File: config.mk
export PLATFORM = sky130hd
export DESIGN_NAME = hs32_regfile
export DESIGN_NICKNAME = d
export VERILOG_FILES = /design/src/rtl/hs32_regfile_pkg.sv /design/src/rtl/hs32_regfile_scoreboard.sv /design/src/rtl/hs32_regfile.sv
export SDC_FILE = /design/constraint.sdc
export NUM_CORES = 1
export LEC_CHECK = 0
export CAP_MARGIN = 10
export CORE_ASPECT_RATIO = 1.5
export CORE_MARGIN = 2
export CORE_UTILIZATION = 30
export CTS_CLUSTER_DIAMETER = 30
export CTS_CLUSTER_SIZE = 24
export DETAILED_ROUTE_END_ITERATION = 8
export PLACE_DENSITY = 0.45
export SLEW_MARGIN = 0
export SYNTH_ARGS = -nofsm -noshare
export SYNTH_HDL_FRONTEND = slang
export SYNTH_SLANG_ARGS = --single-unit
File: constraint.sdc
create_clock -name clk -period 6 [get_ports clk]
set_input_delay 1.2 -clock clk [delete_from_list [all_inputs] [get_ports clk]]
set_output_delay 1.2 -clock clk [all_outputs]
set_load 0.02 [all_outputs]
File: src/rtl/hs32_regfile_pkg.sv
// hs32 shared register-file types: register index, mode encoding and geometry.
package hs32_types;

    localparam int unsigned HS32_NREGS     = 16;
    localparam int unsigned HS32_BANK_BASE = 12;
    localparam int unsigned HS32_XLEN      = 32;

    typedef logic [3:0] hs32_reg_t;

    typedef enum logic {
        HS32_USER  = 1'b0,
        HS32_SUPER = 1'b1
    } hs32_mode_t;

endpackage

File: src/rtl/hs32_regfile_scoreboard.sv
// hs32 pending-write scoreboard: one bit per architectural index, shared by both banks.
// Priority per edge: reset > flush > issue set > write-back clear.
module hs32_scoreboard
    import hs32_types::*;
#(
    parameter int unsigned NREGS = HS32_NREGS,
    parameter int unsigned AW    = $clog2(HS32_NREGS)
) (
    input  logic             clk,
    input  logic             reset,
    input  logic             iss_valid,
    input  logic [AW-1:0]    iss_rd,
    input  logic             wr_en,
    input  logic [AW-1:0]    wr_addr,
    input  logic             flush,
    input  logic [AW-1:0]    ra_addr,
    input  logic [AW-1:0]    rb_addr,
    output logic             busy_a,
    output logic             busy_b,
    output logic [NREGS-1:0] pending
);

    logic [NREGS-1:0] pending_nxt;

    // Next pending vector; issue applied after clear so the newer owner wins.
    always_comb begin
        pending_nxt = pending;
        if (flush) begin
            pending_nxt = '0;
        end else begin
            if (wr_en) begin
                pending_nxt[wr_addr] = 1'b0;
            end
            if (iss_valid) begin
                pending_nxt[iss_rd] = 1'b1;
            end
        end
    end

    // Pending register with synchronous active-low reset.
    always_ff @(posedge clk) begin
        if (!reset) begin
            pending <= '0;
        end else begin
            pending <= pending_nxt;
        end
    end

    // Hazard lookups for the two decode operands.
    always_comb begin
        busy_a = pending[ra_addr];
        busy_b = pending[rb_addr];
    end

endmodule

File: src/rtl/hs32_regfile.sv
// hs32 architectural register file: r0..r15, r12..r15 banked by privilege mode,
// three combinational read ports, dual-bank write port and pending-write scoreboard.
// Optional macro HS32_REGFILE_BYPASS_EN: same-cycle write-through forwarding to
// reads that target the active-bank copy being written.
module hs32_regfile
    import hs32_types::*;
#(
    parameter int unsigned NREGS     = HS32_NREGS,
    parameter int unsigned BANK_BASE = HS32_BANK_BASE
) (
    input  logic                          clk,
    input  logic                          reset,
    input  logic                          mode_i,
    input  logic [$clog2(NREGS)-1:0]      ra_addr_i,
    output logic [HS32_XLEN-1:0]          ra_data_o,
    input  logic [$clog2(NREGS)-1:0]      rb_addr_i,
    output logic [HS32_XLEN-1:0]          rb_data_o,
    input  logic [$clog2(NREGS)-1:0]      rp_addr_i,
    output logic [HS32_XLEN-1:0]          rp_data_o,
    input  logic [$clog2(NREGS)-1:0]      wp_addr_i,
    input  logic [HS32_XLEN-1:0]          wp_data_i,
    input  logic                          wp_we1_i,
    input  logic                          wp_we2_i,
    input  logic                          iss_valid_i,
    input  logic [$clog2(NREGS)-1:0]      iss_rd_i,
    input  logic                          flush_i,
    output logic                          busy_a_o,
    output logic                          busy_b_o,
    output logic [NREGS-1:0]              busy_vec_o
);

    localparam int unsigned AW    = $clog2(NREGS);
    localparam int unsigned NBANK = NREGS - BANK_BASE;
    localparam int unsigned BW    = (NBANK > 1) ? $clog2(NBANK) : 1;
    localparam int unsigned FW    = (BANK_BASE > 1) ? $clog2(BANK_BASE) : 1;
    localparam int unsigned DW    = HS32_XLEN;

    logic [DW-1:0] flat_q [BANK_BASE];
    logic [DW-1:0] user_q [NBANK];
    logic [DW-1:0] sup_q  [NBANK];

    hs32_mode_t mode;
    logic       wp_banked;
    logic       wr_flat;
    logic       wr_user;
    logic       wr_sup;
    logic       sb_busy_a;
    logic       sb_busy_b;

    function automatic logic is_banked(input logic [AW-1:0] a);
        return a >= AW'(BANK_BASE);
    endfunction

    function automatic logic [BW-1:0] bank_idx(input logic [AW-1:0] a);
        logic [AW-1:0] off;
        off = a - AW'(BANK_BASE);
        return BW'(off);
    endfunction

    function automatic logic [DW-1:0] rd_word(input logic [AW-1:0] a, input hs32_mode_t m);
        if (is_banked(a)) begin
            return (m == HS32_SUPER) ? sup_q[bank_idx(a)] : user_q[bank_idx(a)];
        end
        return flat_q[FW'(a)];
    endfunction

    // Resolve which storage copies the write port touches; we1 = active bank, we2 = alternate.
    always_comb begin
        mode      = hs32_mode_t'(mode_i);
        wp_banked = is_banked(wp_addr_i);
        wr_flat   = !wp_banked && (wp_we1_i || wp_we2_i);
        wr_user   = wp_banked && ((mode == HS32_USER) ? wp_we1_i : wp_we2_i);
        wr_sup    = wp_banked && ((mode == HS32_SUPER) ? wp_we1_i : wp_we2_i);
    end

    // Storage update with synchronous active-low reset overriding any write.
    always_ff @(posedge clk) begin
        if (!reset) begin
            for (int i = 0; i < int'(BANK_BASE); i++) begin
                flat_q[i] <= '0;
            end
            for (int i = 0; i < int'(NBANK); i++) begin
                user_q[i] <= '0;
                sup_q[i]  <= '0;
            end
        end else begin
            if (wr_flat) begin
                flat_q[FW'(wp_addr_i)] <= wp_data_i;
            end
            if (wr_user) begin
                user_q[bank_idx(wp_addr_i)] <= wp_data_i;
            end
            if (wr_sup) begin
                sup_q[bank_idx(wp_addr_i)] <= wp_data_i;
            end
        end
    end

    hs32_scoreboard #(
        .NREGS (NREGS),
        .AW    (AW)
    ) u_scoreboard (
        .clk       (clk),
        .reset     (reset),
        .iss_valid (iss_valid_i),
        .iss_rd    (iss_rd_i),
        .wr_en     (wp_we1_i | wp_we2_i),
        .wr_addr   (wp_addr_i),
        .flush     (flush_i),
        .ra_addr   (ra_addr_i),
        .rb_addr   (rb_addr_i),
        .busy_a    (sb_busy_a),
        .busy_b    (sb_busy_b),
        .pending   (busy_vec_o)
    );

`ifdef HS32_REGFILE_BYPASS_EN
    logic hit_a;
    logic hit_b;
    logic hit_p;

    // A read forwards only when the write lands in the copy that read would see.
    function automatic logic bypass_hit(input logic [AW-1:0] a);
        return (a == wp_addr_i) && (is_banked(a) ? wp_we1_i : (wp_we1_i || wp_we2_i));
    endfunction

    // Read ports with write-through forwarding; forwarded operands are not busy.
    always_comb begin
        hit_a     = bypass_hit(ra_addr_i);
        hit_b     = bypass_hit(rb_addr_i);
        hit_p     = bypass_hit(rp_addr_i);
        ra_data_o = hit_a ? wp_data_i : rd_word(ra_addr_i, mode);
        rb_data_o = hit_b ? wp_data_i : rd_word(rb_addr_i, mode);
        rp_data_o = hit_p ? wp_data_i : rd_word(rp_addr_i, mode);
        busy_a_o  = sb_busy_a && !hit_a;
        busy_b_o  = sb_busy_b && !hit_b;
    end
`else
    // Read ports return stored contents of the active bank only.
    always_comb begin
        ra_data_o = rd_word(ra_addr_i, mode);
        rb_data_o = rd_word(rb_addr_i, mode);
        rp_data_o = rd_word(rp_addr_i, mode);
        busy_a_o  = sb_busy_a;
        busy_b_o  = sb_busy_b;
    end
`endif

endmodule

==> impl_metrics.ini <==
[synth]
yosys_warnings = 0
syn_inst = 3147
synth_area_um2 = 39800
avgSynthCellArea_um2 = 12.6
seq_area_frac_synth = 0.491
synth_fp_nets = 3206
ys_types = 25
ys_ff_latch = 656

[finish]
fin_nets = 3350
layout_common_cells = 640 x edfxtp_1, 482 x mux2i_1, 384 x and2_1, 298 x mux4_2, 269 x nand2_1
multi_input_area_um2 = 19100
fin_cells = 5144
drive_above_1_share = 0.210
register_area_um2 = 19500
area.growth.synth_to_final_pct = 22.7
final_common_cell = edfxtp_1
fill_cells = 12716

[global_routing]
gr-total-overflow = 0
grt_use_met3 = 0.0472
grt_pass1_vias = 30094
grtUsageMet2 = 0.426
gr-usage-all-layers = 0.245
grt_max_degree = 52
busiest_layer = met2
grt_pass1_wl_um = 232000
use_met1 = 0.294
antenna_found_initial = 15

[route]
drt_iter0_drc = 2360
dr.pass1.iters = 5
ant_nets = 0
vias = 28690
wl_per_cell_um = 32.5
drc = 0
avgViaCountPerCell = 5.58
wl_um = 167000

[sta]
rsz0062_at_grt = false
timing.fmax_ghz = 0.184
hold_violations = 0
slew_viol_final = 0
finalSetupViolCount = 0
relSlewSlack = 0.142
max_slew.worst_pin.slew_ns = 1.28
fin_skew_ns = 0
post-route-min-period_ns = 5.43
period_share = 0.905
fin_ws_ns = 0.573
tns_ns = 0

[place]
dp_cells = 4881
hpwl_um = 108000
place.gp.congestion = 0.884
place_ws_ns = 0.689
port_buffers = 172

[setup_path]
critical_path_arrival_ns = 4.23
cp-end-kind = primary output
worst_ep_required_time_ns = 4.80
r2r_setup_slack_ns = 5.18
crit-reg2reg-launch = u_scoreboard.pending[10]$_SDFF_PP0_
critPathLaunchType = input port
rr_worst_depth = 2
worst-path-max-fanout = 21
criticalPathCategory = input port to primary output
r2r-end = u_scoreboard.pending[10]$_SDFF_PP0_

[power]
clkPwrFrac = 0.492
leakage_uw = 0.0179
p_comb_frac = 0.149
p_seq_frac = 0.359
peakVddDrop_uv = 291
p_total_uw = 15400
p_int_uw = 11200
p_switching_uw = 4180
p_sw_frac = 0.271
powerDensity_nw_per_um2 = 316

[floorplan]
die_y_um = 450
fp.dieArea_um2 = 136000
core_um2 = 132000
ios = 173
rows = 163
fp.dieW_um = 301
start_util = 0.302

[worst_hold_path]
holdPathEnd = u_scoreboard.pending[6]$_SDFF_PP0_
hold_path.class = flop to flop
hold_depth = 2
min_from = u_scoreboard.pending[6]$_SDFF_PP0_

[cts]
ctsRootBufferMaster = clkbuf_16
clockBufferDepth = 3
cts_tree = done
numCtsBuffers = 140
cts.sinks = 656
holdBufCountCts = 0
clk_pin_slew_ns = 0.04
htree_levels = 4
insertion_delay_ns = 0.75
cts_setup_buffers = 0
cts_resized = 0

[job]
max_cap_viol_count = 0

[status]
status = finished, final reports clean
-- cell type report --
type                            instances  area share
Sequential cell                       656       0.400
Multi-Input combinational cell       2121       0.392
Clock buffer                          167      0.0775
Timing Repair Buffer                  307      0.0640
Tap cell                             1732      0.0444
Clock inverter                         89      0.0167
Inverter                               65     0.00500
Antenna cell                            7    0.000359
-- worst max path at each step --
stage | cells after the start | end | startpoint | slack, ns
floorplan | 4 | flat_q[4][0]$_SDFFCE_PN0P_ | wp_addr_i[0] | 1.33
global placement | 7 | rp_data_o[2] | mode_i | 0.61
detailed placement | 8 | ra_data_o[28] | mode_i | 0.69
CTS | 8 | ra_data_o[28] | mode_i | 0.68
global route | 9 | rb_data_o[2] | mode_i | 0.61
finish | 8 | ra_data_o[27] | mode_i | 0.57
-- state kept, by name (all words and copies together), names as in the netlist --
name                  cells
u_scoreboard.pending     16
user_q                  128
sup_q                   128
flat_q                  384
-- power by group through the flow --
stage                     sequential [uW]  combinational (uW)  clock, uW
after floorplan                      5570                1300          0
after global placement               5610                2310          0
after detailed placement             5620                2300          0
after CTS                            5540                2310       7680
after global routing                 5580                2390       7880
final                                5540                2300       7590
-- Yosys cell counts --
master,number,area [um2]
clkbuf_1,175,657
and3_1,2,12.5
o21ba_2,2,20.0
nor2b_1,11,68.8
edfxtp_1,640,19200
mux4_2,298,6710
nor2_1,212,796
nand4b_1,1,8.76
nand3b_1,4,30.0
and2_1,387,2420
nand2b_1,5,31.3
or2_2,1,6.26
buf_6,1,11.3
dfxtp_1,16,320
buf_4,16,120
o211ai_1,97,728
nand3_1,103,515
a21oi_1,112,561
buf_2,103,515
o21ai_0,36,180
nand2_1,272,1020
a22oi_1,96,721
mux2i_1,482,4820
buf_1,10,37.5
inv_1,65,244
-- cells by family (layout without fill, tap and decap cells) --
| kind of cell | after synthesis | after routing | share of synthesized area |
|---|---|---|---|
| and+or+nand+nor | 998 | 998 | 0.123 |
| muxes | 780 | 780 | 0.290 |
| DFF | 656 | 656 | 0.491 |
| buffers and inverters | 370 | 628 | 0.0399 |
| AOI/OAI and AO/OA | 343 | 343 | 0.0555 |
| other | 0 | 7 | 0 |
-- routing by layer --
| layer | routed length [um] | vias up | part of all wire |
|---|---|---|---|
| met5 | 23 | - | 0.00014 |
| met4 | 7550 | 4 | 0.045 |
| met3 | 9770 | 346 | 0.058 |
| met2 | 84800 | 1141 | 0.51 |
| met1 | 65000 | 14976 | 0.39 |
| li1 | - | 12223 | - |
-- per-stage QoR --
step / hold slack, ns / util / instance area [um2]
3_5_place_dp: 0.495 / 0.336 / 44200
5_1_grt: 0.537 / 0.371 / 48800
4_1_cts: 0.501 / 0.371 / 48800
3_3_place_gp: 0.496 / 0.336 / 44200
6_report: 0.504 / 0.371 / 48800
2_1_floorplan: 0.572 / - / 39800
-- worst max-delay path, cell delays in order --
cell and delay (ns):
clkdlybuf4s50_1 0.40, buf_4 0.20, nor2_4 0.80, buf_4 0.42, a22oi_1 0.14, nand3_1 0.27
o211ai_1 0.19, clkdlybuf4s50_1 0.58
Note: power is estimated with default switching activity, not from simulation.
